`src/rtl/pipeline_pkg.sv`:
```
// rtl/pipeline_pkg.sv - shared encodings for the memory stage: result select, access size, FSM states
package pipeline_pkg;

  localparam logic [1:0] res_alu = 2'b00;
  localparam logic [1:0] res_mem = 2'b01;
  localparam logic [1:0] res_pc4 = 2'b10;

  localparam logic [1:0] sz_byte = 2'b00;
  localparam logic [1:0] sz_half = 2'b01;
  localparam logic [1:0] sz_word = 2'b10;

  localparam int f3_unsigned_bit = 2;

  typedef enum logic {
    st_idle,
    st_second
  } mem_state_e;

  // Access width in bytes; reserved size code 11 behaves as a word.
  function automatic logic [2:0] access_bytes(input logic [1:0] sz);
    case (sz)
      sz_byte: access_bytes = 3'd1;
      sz_half: access_bytes = 3'd2;
      default: access_bytes = 3'd4;
    endcase
  endfunction

  function automatic logic [3:0] access_mask(input logic [1:0] sz);
    case (sz)
      sz_byte: access_mask = 4'b0001;
      sz_half: access_mask = 4'b0011;
      default: access_mask = 4'b1111;
    endcase
  endfunction

endpackage

```
`src/rtl/memory_stage_if.sv`:
```
// rtl/memory_stage_if.sv - word-wide data memory request/response bus used by the memory stage
interface memory_stage_if;

  logic        mem_req;
  logic        mem_we;
  logic [31:0] mem_addr;
  logic [3:0]  mem_be;
  logic [31:0] mem_wdata;
  logic [31:0] mem_rdata;
  logic        mem_ready;

  modport master (
    output mem_req,
    output mem_we,
    output mem_addr,
    output mem_be,
    output mem_wdata,
    input  mem_rdata,
    input  mem_ready
  );

  modport slave (
    input  mem_req,
    input  mem_we,
    input  mem_addr,
    input  mem_be,
    input  mem_wdata,
    output mem_rdata,
    output mem_ready
  );

endinterface

```
`src/rtl/memory_stage_load_ext.sv`:
```
// rtl/memory_stage_load_ext.sv - load byte-lane select, split-beat merge and sign/zero extension
module load_ext
  import pipeline_pkg::*;
(
  input  logic [31:0] rdata,
  input  logic [31:0] hold,
  input  logic        merge,
  input  logic [1:0]  offset,
  input  logic [2:0]  funct3,
  output logic [31:0] data
);

  logic [63:0] combined;
  logic [31:0] lane;

  // A split access presents its bytes as {second beat, first beat}; shifting
  // by the offset lines the addressed bytes up at bit 0 in both cases.
  always_comb begin
    combined = merge ? {rdata, hold} : {32'h0, rdata};
    lane     = 32'(combined >> {offset, 3'b000});
  end

  always_comb begin
    data = lane;
    case (funct3[1:0])
      sz_byte: data = funct3[f3_unsigned_bit] ? {24'h0, lane[7:0]}
                                             : {{24{lane[7]}}, lane[7:0]};
      sz_half: data = funct3[f3_unsigned_bit] ? {16'h0, lane[15:0]}
                                             : {{16{lane[15]}}, lane[15:0]};
      default: data = lane;
    endcase
  end

endmodule

```
`src/rtl/memory_stage.sv`:
```
// rtl/memory_stage.sv - pipeline M stage with MEM/WB register; MEM_SPLIT_EN enables two-beat crossing accesses
module memory_stage
  import pipeline_pkg::*;
(
  input  logic                 clk,
  input  logic                 rst,

  input  logic                 RegWriteM,
  input  logic [1:0]           ResultSrcM,
  input  logic                 MemWriteM,
  input  logic [31:0]          ALUoutM,
  input  logic [2:0]           funct3M,
  input  logic [4:0]           RdM,
  input  logic [31:0]          Rd2M,
  input  logic [31:0]          inc_PCM,

  memory_stage_if.master       mem,

  output logic                 MemStall,
  output logic                 Misalign,

  output logic                 RegWriteW,
  output logic [1:0]           ResultSrcW,
  output logic [31:0]          ALUoutW,
  output logic [31:0]          ReadDataW,
  output logic [4:0]           RdW,
  output logic [31:0]          inc_PCW
);

  mem_state_e  state;
  logic [31:0] hold;

  logic        is_load;
  logic        memop;
  logic [1:0]  offset;
  logic [2:0]  nbytes;
  logic        crossing;
  logic        in_second;
  logic        block_cross;
  logic [7:0]  be_wide;
  logic [63:0] wdata_wide;
  logic        handshake;
  logic        done;
  logic        advance;
  logic        misalign_now;
  logic [31:0] load_data;

  always_comb begin
    is_load   = (ResultSrcM == res_mem);
    memop     = is_load | MemWriteM;
    offset    = ALUoutM[1:0];
    nbytes    = access_bytes(funct3M[1:0]);
    crossing  = (({1'b0, offset} + nbytes) > 3'd4);
    in_second = (state == st_second);
    // The upper halves carry whatever spills past the word into the next beat.
    be_wide    = {4'b0000, access_mask(funct3M[1:0])} << offset;
    wdata_wide = {32'h0, Rd2M} << {offset, 3'b000};
  end

`ifdef MEM_SPLIT_EN
  always_comb begin
    block_cross  = 1'b0;
    misalign_now = 1'b0;
  end
`else
  always_comb begin
    block_cross  = crossing;
    misalign_now = memop & crossing;
  end
`endif

  assign mem.mem_req   = !rst && memop && !block_cross;
  assign mem.mem_we    = MemWriteM;
  assign mem.mem_addr  = {ALUoutM[31:2], 2'b00} + (in_second ? 32'd4 : 32'd0);
  assign mem.mem_be    = in_second ? be_wide[7:4] : be_wide[3:0];
  assign mem.mem_wdata = in_second ? wdata_wide[63:32] : wdata_wide[31:0];

  always_comb begin
    handshake = mem.mem_req & mem.mem_ready;
    done      = handshake & (in_second | !crossing);
    advance   = !memop | done;
    MemStall  = memop & !done & !block_cross;
  end

  load_ext u_load_ext (
    .rdata  (mem.mem_rdata),
    .hold   (hold),
    .merge  (in_second),
    .offset (offset),
    .funct3 (funct3M),
    .data   (load_data)
  );

  always_ff @(posedge clk or posedge rst) begin
    if (rst) begin
      state      <= st_idle;
      hold       <= 32'h0;
      Misalign   <= 1'b0;
      RegWriteW  <= 1'b0;
      ResultSrcW <= 2'b00;
      ALUoutW    <= 32'h0;
      ReadDataW  <= 32'h0;
      RdW        <= 5'd0;
      inc_PCW    <= 32'h0;
    end else begin
      Misalign <= misalign_now;

      if (advance) begin
        RegWriteW  <= RegWriteM;
        ResultSrcW <= ResultSrcM;
        ALUoutW    <= ALUoutM;
        ReadDataW  <= load_data;
        RdW        <= RdM;
        inc_PCW    <= inc_PCM;
      end else begin
        RegWriteW  <= 1'b0;
      end

`ifdef MEM_SPLIT_EN
      case (state)
        st_idle: begin
          if (handshake && crossing) begin
            hold  <= mem.mem_rdata;
            state <= st_second;
          end
        end
        st_second: begin
          if (handshake) begin
            state <= st_idle;
          end
        end
        default: state <= st_idle;
      endcase
`endif
    end
  end

endmodule

```
`src/flat_wrapper.sv`:
```
// flat-port wrapper written by rule: the top's interface ports become plain ports
module memory_stage_flat import pipeline_pkg::*;
  (clk, rst, RegWriteM, ResultSrcM, MemWriteM, ALUoutM, funct3M, RdM, Rd2M, inc_PCM, MemStall, Misalign, RegWriteW, ResultSrcW, ALUoutW, ReadDataW, RdW, inc_PCW, mem_mem_req, mem_mem_we, mem_mem_addr, mem_mem_be, mem_mem_wdata, mem_mem_rdata, mem_mem_ready);
  memory_stage_if mem_i ();
  input  logic clk;
  input  logic rst;
  input  logic RegWriteM;
  input  logic [1:0] ResultSrcM;
  input  logic MemWriteM;
  input  logic [31:0] ALUoutM;
  input  logic [2:0] funct3M;
  input  logic [4:0] RdM;
  input  logic [31:0] Rd2M;
  input  logic [31:0] inc_PCM;
  output logic MemStall;
  output logic Misalign;
  output logic RegWriteW;
  output logic [1:0] ResultSrcW;
  output logic [31:0] ALUoutW;
  output logic [31:0] ReadDataW;
  output logic [4:0] RdW;
  output logic [31:0] inc_PCW;
  output wire logic [$bits(mem_i.mem_req)-1:0] mem_mem_req;
  output wire logic [$bits(mem_i.mem_we)-1:0] mem_mem_we;
  output wire logic [$bits(mem_i.mem_addr)-1:0] mem_mem_addr;
  output wire logic [$bits(mem_i.mem_be)-1:0] mem_mem_be;
  output wire logic [$bits(mem_i.mem_wdata)-1:0] mem_mem_wdata;
  input wire logic [$bits(mem_i.mem_rdata)-1:0] mem_mem_rdata;
  input wire logic [$bits(mem_i.mem_ready)-1:0] mem_mem_ready;
  assign mem_mem_req = mem_i.mem_req;
  assign mem_mem_we = mem_i.mem_we;
  assign mem_mem_addr = mem_i.mem_addr;
  assign mem_mem_be = mem_i.mem_be;
  assign mem_mem_wdata = mem_i.mem_wdata;
  assign mem_i.mem_rdata = mem_mem_rdata;
  assign mem_i.mem_ready = mem_mem_ready;
  memory_stage u_core (.clk(clk), .rst(rst), .RegWriteM(RegWriteM), .ResultSrcM(ResultSrcM), .MemWriteM(MemWriteM), .ALUoutM(ALUoutM), .funct3M(funct3M), .RdM(RdM), .Rd2M(Rd2M), .inc_PCM(inc_PCM), .mem(mem_i), .MemStall(MemStall), .Misalign(Misalign), .RegWriteW(RegWriteW), .ResultSrcW(ResultSrcW), .ALUoutW(ALUoutW), .ReadDataW(ReadDataW), .RdW(RdW), .inc_PCW(inc_PCW));
endmodule
```
`config.mk`:
```
export PLATFORM = sky130hd
export DESIGN_NAME = memory_stage_flat
export DESIGN_NICKNAME = d
export VERILOG_FILES = /design/src/rtl/pipeline_pkg.sv /design/src/rtl/memory_stage_if.sv /design/src/rtl/memory_stage_load_ext.sv /design/src/rtl/memory_stage.sv /design/src/flat_wrapper.sv
export SDC_FILE = /design/constraint.sdc
export NUM_CORES = 1
export LEC_CHECK = 0
export ABC_AREA = 0
export CORE_AREA = 2 2 126 128
export CTS_BUF_LIST = sky130_fd_sc_hd__clkbuf_16
export DETAILED_ROUTE_END_ITERATION = 8
export DIE_AREA = 0 0 128 130
export DONT_BUFFER_PORTS = 1
export GPL_TIMING_DRIVEN = 0
export PLACE_DENSITY = 0.55
export SYNTH_ARGS = -nofsm -noshare
export SYNTH_HDL_FRONTEND = slang
export SYNTH_HIERARCHICAL = 1
export SYNTH_SLANG_ARGS = --single-unit
```
`constraint.sdc`:
```
create_clock -name clk -period 2.9 [get_ports clk]
set_input_delay 0.145 -clock clk [delete_from_list [all_inputs] [get_ports clk]]
set_output_delay 0.145 -clock clk [all_outputs]
set_load 0.1 [all_outputs]
```
Yosys cells after proc, flatten, opt, wreduce, memory -nomap -nowiden:

Index checks and enable logic that the tools add are counted.

* add/subtract/negate cells: 2
* order comparisons: 1
* equal/unequal tests: 2
* shift-type cells: 3
* mux-type cells: 10
* bitwise gates (word level): 8
* reduce and logical (&&, ||, !) cells: 7

Operators with widths (number)
* two-way mux 32 bit: 3
* two-way mux 64 bit: 1
* case mux 32 bit (2 select lines): 1
* << shifter 32 x 5 -> 64 bit: 1
* >> shifter 64 x 5 -> 32 bit: 1
* adder 32 bit: 1
* case mux 4 bit (2 select lines): 1
* << shifter 4 x 2 -> 8 bit: 1
* case mux 3 bit (2 select lines): 1
* bitwise AND 1 bit: 5
* == test 2 x 1 -> 1 bit (second input constant): 2
* logical NOT 1 bit: 4
* two-way mux 4 bit: 1
* adder 2 x 3 -> 3 bit: 1
* greater-than comparator 3 bit (second input constant): 1
* two-way mux 3 bit: 1
* OR 1 bit: 3
* logical AND 1 bit: 2
* logical NOT 2 bit: 1
* two-way mux 1 bit: 1

* flip-flop bits (word level): 105
* input port bits: 143
* logic and storage cells: 40

Depth between registers and ports, before layout:

Gate-level depths: netlist (run 1).

* word-level depth: 11
* depth in mapped cells: 10
* mapped depth without buffers: 8

Cells and area by module:

The synthesis (run 1) kept the hierarchy.

Modules (own cells, without submodules)
* memory_stage: instances 1, cells each 361, area an instance 4797.1 um^2
* load_ext: instances 1, cells each 195, area an instance 1552.7 um^2

Worst setup path before layout (run 1):

No wires, ideal clock.

* kind: input port to output port
* start: in ALUoutM[1]
* end: out MemStall
* arrival: 3665 ps
* setup slack: -910 ps
* stages: 7
* path through: buf_1 -> clkbuf_1 -> inv_1 -> fa_1 -> nand2_1 -> and2_1 -> nor3_1

* longest elaborated chain between the ends: 9

Ends and longest elaborated chain
* from (decl): line flat_wrapper.sv:10 `input logic [31:0] ALUoutM;`
* adder 2 x 3 -> 3 bit (*): line memory_stage.sv:53 `crossing = (({1'b0, offset} + nbytes) > 3'd4);`
* greater-than comparator 3 bit (*): line memory_stage.sv:53
* logical NOT 1 bit (*): line memory_stage.sv:72, memory_stage.sv:80, memory_stage.sv:82
* logical AND 1 bit: line memory_stage.sv:72 `assign mem.mem_req = !rst && memop && !block_cross;`
* bitwise AND 1 bit: line memory_stage.sv:79 `handshake = mem.mem_req & mem.mem_ready;`
* bitwise AND 1 bit: line memory_stage.sv:80 `done = handshake & (in_second | !crossing);`
* logical NOT 1 bit: line memory_stage.sv:82 `MemStall = memop & !done & !block_cross;`
* bitwise AND 1 bit: line memory_stage.sv:82
* bitwise AND 1 bit (*): line memory_stage.sv:82
* to (decl): line flat_wrapper.sv:15 `output logic MemStall;`

Every way passes the cells marked *; elsewhere a longest branch is shown, timed or not.

Worst setup path after layout (run 1):

Same ends and word-level chain as after synthesis.

==> summary.md, run 1 <==
| Metric | Value |
|---|---|
| Status | complete, no violations |
| CTS clock-pin slew for the worst setup and hold paths | 0.08 ns |
| Number of CTS-inserted buffers | 9 |
| # clock sinks | 105 |
| Die area | 0.0166 mm^2 |
| Most used flip-flop cell after synthesis | dfrtp_1 |
| Diodes inserted | 0 |
| Cell leakage power | 0.00359 uW |
| Hold Crit Class | in2reg |
| Routability cong. | 0.826 |
| DRT iter0 DRCs | 220 |
| Period minus WS final | 2.68 ns |
| Clock power share | 19.9% |
| Overflow after GRT | 0 |
| # Post-CTS Setup Buffers | 0 |
| Commonest non-fill, non-tap cell in the layout | dfrtp_1 |
| Worst skew pair latency | 0.34 ns |
| Longest Clk Path Bufs | 2 |
| Number of synthesized flops with an enable pin | 0 |
| Root buf cell | clkbuf_16 |
| TritonCTS clock tree | yes |
| ANT nets after route | 0 |
| Num rows | 46 |
| Vias in the first global route | 5108 |
| CTS H-tree depth | 3 |
| Gate Count Post-Synth | 556 |
| Maximum net fanout on the critical path | 10 |
| Startpoint types | primary input |
| Post-Syn Area | 0.00635 mm^2 |
| Max cap viols | 0 |
| Max-slew violations | 0 |
| Critical Path RT | 2.76 ns |
| CP peak stage delay | 0.83 ns |
| Gr usage total | 22.3% |
| Largest net degree at the start of global routing | 39 |
| FF-to-FF Start | u_core/ReadDataW[14] |
| Design area | 0.00804 mm^2 |
| YS warnings | 72 |
| Vias | 4839 |
| Worst path arrival time | 2.54 ns |
| Synth async-reset ratio | 100% |
| WHS Path Cells | 3 |
| Syn_area_per_cell | 11.4 um^2 |
| Final setup viols | 0 |
| Final worst path period share | 92.5% |
| Fmax | 373 MHz |
| Power Density | 781 mW/mm^2 |
| Drt pass-1 iters | 4 |
| Nets | 849 |
| Critical Path End Type | output port |
| Critical path's top delay family | simple AND/OR/NAND/NOR gates |
| Via density | 5.38 |
| Crit path kind | in2out |
| Startpoint of the worst hold path | funct3M[1] |
| Worst-Margin Slew | 1.21 ns |
| Layout cell share with drive strength beyond 1 | 26.3% |
| Logic pwr share | 21.4% |
| Drt wl/cell | 20.7 um |
| Most frequent cells in the layout | dfrtp_1, dlygate4sd3_1, mux2i_1 |
| Hpwl dp | 14400 um |
| Starting Density | 41.2% |
| Worst clock skew | 0 ns |
| Endpoints failing hold | 0 |
| Setup repair after global routing missed its margin | false |
| Reg2Reg Depth | 1 |
| Sequential-to-total area share from yosys stat | 41.4% |
| Buf/Inv on CP | 3 |
| Io pins | 319 |
| DRC | 0 |
| Cell depth of the worst setup path | 7 |
| Sw frac | 56.1% |
| CP cell instances | buf_2 -> clkbuf_2 -> inv_1 -> fa_1 -> nand2_1 -> and2_1 -> nor3_4 |
| P_sw | 3520 uW |
| Post-synth cell types | 41 |
| Initial antenna violation count | 0 |
| Area Growth Syn to Fin | 26.6% |
| Area post-placement | 0.00701 mm^2 |
| Part of the power in registers | 58.7% |
| Crit Reg-Reg Endpoint | u_core/ReadDataW[14] |
| Die Wd | 128 um |
| Slew headroom | 19.1% |
| # port buffers | 0 |
| Register bit total from synthesis | 105 |
| Slowest cell on the critical path | nor3_4 |
| Die H | 130 um |
| Final wirelength | 18600 um |
| First-pass GRT wire length | 28500 um |
| Core area | 0.0154 mm^2 |
| Hold Path End | u_core/Misalign |
| VDD IR max | 0.453 mV |
| Internal power | 2760 uW |
| Total Neg Setup Slack | 0 ns |
| FF-to-FF setup slack | 1.52 ns |
-- area by class of cell --
class / instances / area, um^2
sequential: 105 / 2630
inverter: 8 / 33.8
fill: 1371 / 7380
buffer: 73 / 499
tap: 192 / 240
clock inverter: 7 / 91.3
clock buffer: 9 / 225
multi-input combinational: 431 / 3540
timing repair buffer: 75 / 782
-- per-layer routing --
metal	up-vias	wire, um	GRT usage [%]
li1	2196	-	-
met3	32	1800	8.32
met4	0	490	8.21
met5	-	0	0
met2	218	9440	38.1
met1	2393	6880	25.8
-- cell usage after synthesis (all sizes together) (2+ instances only) --
| cell | count | area, um^2 |
|---|---|---|
| mux2i | 65 | 651 |
| mux4 | 9 | 203 |
| nand2 | 29 | 109 |
| a32oi | 2 | 17.5 |
| o2bb2ai | 6 | 52.6 |
| dfrtp | 105 | 2630 |
| ha | 2 | 25.0 |
| nor3 | 4 | 20.0 |
| clkbuf | 11 | 41.3 |
| nor2b | 11 | 68.8 |
| o211ai | 16 | 170 |
| o21ai | 15 | 75.1 |
| buf | 62 | 455 |
| nand2b | 2 | 12.5 |
| a21oi | 25 | 129 |
| a211oi | 9 | 67.6 |
| mux2 | 107 | 1200 |
| nor2 | 32 | 120 |
| inv | 8 | 30.0 |
| a31o | 7 | 61.3 |
| and2 | 16 | 100 |
-- power groups by stage --
stage               logic, uW  clock network (uW)  registers, uW
floorplan                1100                   0           3630
global placement         1200                   0           3720
CTS                      1340                1300           3690
detailed placement       1260                   0           3720
finish                   1350                1250           3690
global route             1440                1360           3720
-- tightest hold or removal path, stage by stage --
cell and delay [ns]:
xnor2_1 0.06, nand2_1 0.09, nor2_1 0.05
-- flip-flops by register name, indices dropped and copies added (netlist names) --
signal             count
u_core/ALUoutW        32
u_core/Misalign        1
u_core/RdW             5
u_core/ReadDataW      32
u_core/RegWriteW       1
u_core/ResultSrcW      2
u_core/inc_PCW        32
-- worst max path at each step --
stage | from | to | slack [ns]
floorplan | ALUoutM[1] | MemStall | -0.06
global placement | ALUoutM[1] | MemStall | -0.42
detailed placement | ALUoutM[1] | u_core/ReadDataW[12] | -0.56
CTS | ALUoutM[1] | MemStall | 0.23
global route | ALUoutM[1] | MemStall | 0.13
finish | ALUoutM[1] | MemStall | 0.22
-- what timing repair did --
item                                    in CTS  in global routing
endpoints found under the setup margin      61                  0
hold endpoints to repair                   100                  0
hold buffers                                71                  0
gates resized for setup                      2                  0
-- cell families after synthesis --
family                   after synthesis  share of synthesized area (%)
multiplexers                         181                           32.4
AO/OA/AOI/OAI                         87                           9.91
XOR/XNOR                               1                          0.138
flip-flops                           105                           41.4
other                                  1                         0.0591
AND/OR/NAND/NOR                       97                           7.09
buffers and inverters                 81                           8.30
adder cells (fa/ha/maj)                3                          0.709
-- stage by stage --
stage / worst slack (ns) / std cells / util, % / hold WS [ns] / power, uW
global placement: -0.418 / 809 / 44.3 / 0.278 / 4920
detailed placement: -0.555 / 813 / 45.5 / 0.183 / 4980
floorplan: -0.0601 / 617 / - / 0.277 / 4730
global route: 0.131 / 900 / 52.1 / 0.0387 / 6520
CTS: 0.227 / 900 / 52.1 / 0.0103 / 6330
finish: 0.218 / 900 / 52.1 / 0.0339 / 6280
Power figures use the tool's default switching activity.
==> run 2, diff against run 1 <==
RECOVER_POWER = 100   (was unset)
==> summary.md, run 2 (same netlist as run 1, synthesis figures left out) <==
| Metric | Value |
|---|---|
| # clock sinks | 105 (unchanged) |
| Top Registers | u_core/ALUoutW x32, u_core/ReadDataW x32, u_core/inc_PCW x32 (unchanged) |
| Most used cell, CP | clkbuf_2 |
| Commonest non-fill, non-tap cell in the layout | dfrtp_1 (unchanged) |
| Multi-input logic area | 0.00347 mm^2 (was 0.00354 mm^2) |
| PnR worst setup slack | 0.286 ns (was 0.218 ns) |
| Starting Density | 41.2% (unchanged) |
| DRT iter0 DRCs | 208 (was 220) |
| CTS clock-pin slew for the worst setup and hold paths | 0.08 ns (about the same) |
| Max cap viols | 21 (was 0) |
| Gr usage total | 22.3% (unchanged) |
| Number of CTS-inserted buffers | 9 (unchanged) |
| Fillers | 1425 (was 1371) |
| Most Used Layer, Global Route | met2 (unchanged) |
| Vias | 4850 (was 4839) |
| Pre-CTS setup slack | -0.555 ns (unchanged) |
| VDD IR max | 0.452 mV (was 0.453 mV) |
| Die Wd | 128 um (unchanged) |
| GRT met3 Usage | 8.32% (unchanged) |
| CP cell instances | buf_2 -> clkbuf_2 -> inv_1 -> fa_1 -> xnor2_1 -> nand2_1 -> a21oi_2 -> clkbuf_2 -> buf_6 -> mux2_1 (was buf_2 -> clkbuf_2 -> inv_1 -> fa_1 -> nand2_1 -> and2_1 -> nor3_4) |
| Failing checks | max-capacitance violations, max-slew violations |
| Area post-placement | 0.00701 mm^2 (unchanged) |
| Worst clock skew | 0 ns (unchanged) |
| Worst path arrival time | 2.85 ns (was 2.54 ns) |
| Logic pwr share | 20.9% (was 21.4%) |
| # port buffers | 0 (unchanged) |
| Final worst path period share | 90.1% (was 92.5%) |
| Crit path kind | in2reg (was in2out) |
| Initial antenna violation count | 0 (unchanged) |
| Largest net degree at the start of global routing | 39 (unchanged) |
| Register area | 0.00263 mm^2 (unchanged) |
| Critical Path RT | 3.13 ns (was 2.76 ns) |
| TritonCTS clock tree | yes (unchanged) |
| DRC | 0 (unchanged) |
| Design area | 0.00782 mm^2 (was 0.00804 mm^2) |
| Total Neg Setup Slack | 0 ns (unchanged) |
| Hpwl dp | 14400 um (unchanged) |
| Num rows | 46 (unchanged) |
| Die area | 0.0166 mm^2 (unchanged) |
| Overflow after GRT | 0 (unchanged) |
| Power Density | 799 mW/mm^2 (was 781 mW/mm^2) |
| Max-slew violations | 21 (was 0) |
| Die H | 130 um (unchanged) |
| M1 GR Usage | 25.8% (unchanged) |
| Final wirelength | 18700 um (was 18600 um) |
| Hold Crit Class | in2reg (unchanged) |
| Nets | 849 (unchanged) |
| Endpoints failing hold | 0 (unchanged) |
| Part of the power in registers | 59.0% (was 58.7%) |
| Setup repair after global routing missed its margin | false (unchanged) |
| # Post-CTS Setup Buffers | 0 (unchanged) |
| Maximum net fanout on the critical path | 10 (unchanged) |
| Vias in the first global route | 5108 (unchanged) |
| Layout cell share with drive strength beyond 1 | 18.5% (was 26.3%) |
| Clock power share | 20.0% (was 19.9%) |
| Diodes inserted | 0 (unchanged) |
| Via density | 5.39 (was 5.38) |
| Most frequent cells in the layout | dfrtp_1, dlygate4sd3_1, mux2i_1 (unchanged) |
| Internal power | 2730 uW (was 2760 uW) |
| Drt pass-1 iters | 4 (unchanged) |
| CP peak stage delay | 0.44 ns (was 0.83 ns) |
| Final core utilization | 50.7% (was 52.1%) |
| Core area | 0.0154 mm^2 (unchanged) |
| Startpoint types | primary input (unchanged) |
| Hold slack | 0.0324 ns (was 0.0339 ns) |
| Root buf cell | clkbuf_16 (unchanged) |
| ANT nets after route | 0 (unchanged) |
| CTS H-tree depth | 3 (unchanged) |
| Worst skew pair latency | 0.34 ns (about the same) |
| Cell leakage power | 0.00344 uW (was 0.00359 uW) |
| Fmax | 383 MHz (was 373 MHz) |
| Longest Clk Path Bufs | 2 (unchanged) |
| Drt wl/cell | 20.8 um (was 20.7 um) |
| Status | complete, but fails checks (was complete, no violations) |
| First-pass GRT wire length | 28500 um (unchanged) |
| Period minus WS final | 2.61 ns (was 2.68 ns) |
| Worst-Margin Slew | 2.07 ns (was 1.21 ns) |
| Met2 Usage GRT | 38.1% (unchanged) |
| Io pins | 319 (unchanged) |
| Area Growth Syn to Fin | 23.1% (was 26.6%) |
| P_sw | 3520 uW (about the same) |
| Final setup viols | 0 (unchanged) |
| Critical Path End Type | flop (was output port) |
| Routability cong. | 0.826 (unchanged) |
| Sw frac | 56.3% (was 56.1%) |
| Slew headroom | -35.7% (was 19.1%) |
| Slowest cell on the critical path | fa_1 (was nor3_4) |
-- run 2: layer usage --
layer / share of wire, % / routed length (um) / vias to the layer above
li1: - / - / 2196
met1: 37 / 7010 / 2400
met2: 51 / 9460 / 222
met3: 9.5 / 1770 / 32
met4: 2.5 / 476 / 0
met5: 0 / 0 / -
-- run 2: critical path: cells and delay by family --
| family | cells | cell delay, ns |
|---|---|---|
| xor+xnor | 1 | 0.17 |
| mux | 1 | 0.34 |
| buf+inv | 5 | 1.31 |
| fa+ha+maj | 1 | 0.44 |
| compound gates | 1 | 0.31 |
| simple gates | 1 | 0.11 |
-- run 2: worst paths after layout --
path	start	endpoint	slack, ns	cells after the start
worst max register to register	u_core/ReadDataW[14]	u_core/ReadDataW[14]	1.52	1
worst max-delay path	ALUoutM[1]	u_core/ReadDataW[11]	0.29	10
min in group asynchronous	rst	u_core/ALUoutW[6]	0.56	2
worst min-delay path	funct3M[1]	u_core/Misalign	0.03	3
max in group asynchronous	rst	u_core/RdW[1]	0.81	3
worst min register to register	u_core/inc_PCW[29]	u_core/inc_PCW[29]	1.19	1
-- run 2: area by class of cell --
class,count,share of cell area [%]
Clock buffer,9,2.88
Buffer,73,4.84
Tap cell,192,3.07
Timing Repair Buffer,75,9.62
Clock inverter,7,1.17
Multi-Input combinational cell,431,44.4
Inverter,8,0.400
Sequential cell,105,33.6
-- run 2: power by group through the flow --
stage                     sequential, uW  combinational, uW  clock (uW)
final                               3690               1310        1250
after global placement              3720               1200           0
after CTS                           3690               1340        1300
after global routing                3720               1390        1360
after floorplan                     3630               1100           0
after detailed placement            3720               1260           0
-- run 2: metrics by stage --
| step | power (uW) | std cells |
|---|---|---|
| 2_1_floorplan | 4730 | 617 |
| 3_3_place_gp | 4920 | 809 |
| 3_5_place_dp | 4980 | 813 |
| 4_1_cts | 6330 | 900 |
| 5_1_grt | 6470 | 900 |
| 6_report | 6240 | 900 |
-- run 2: what timing repair did --
item                                    CTS  global route
endpoints found under the setup margin   61             0
hold buffers                             71             0
resized for setup                         2             0
hold endpoints to repair                100             0
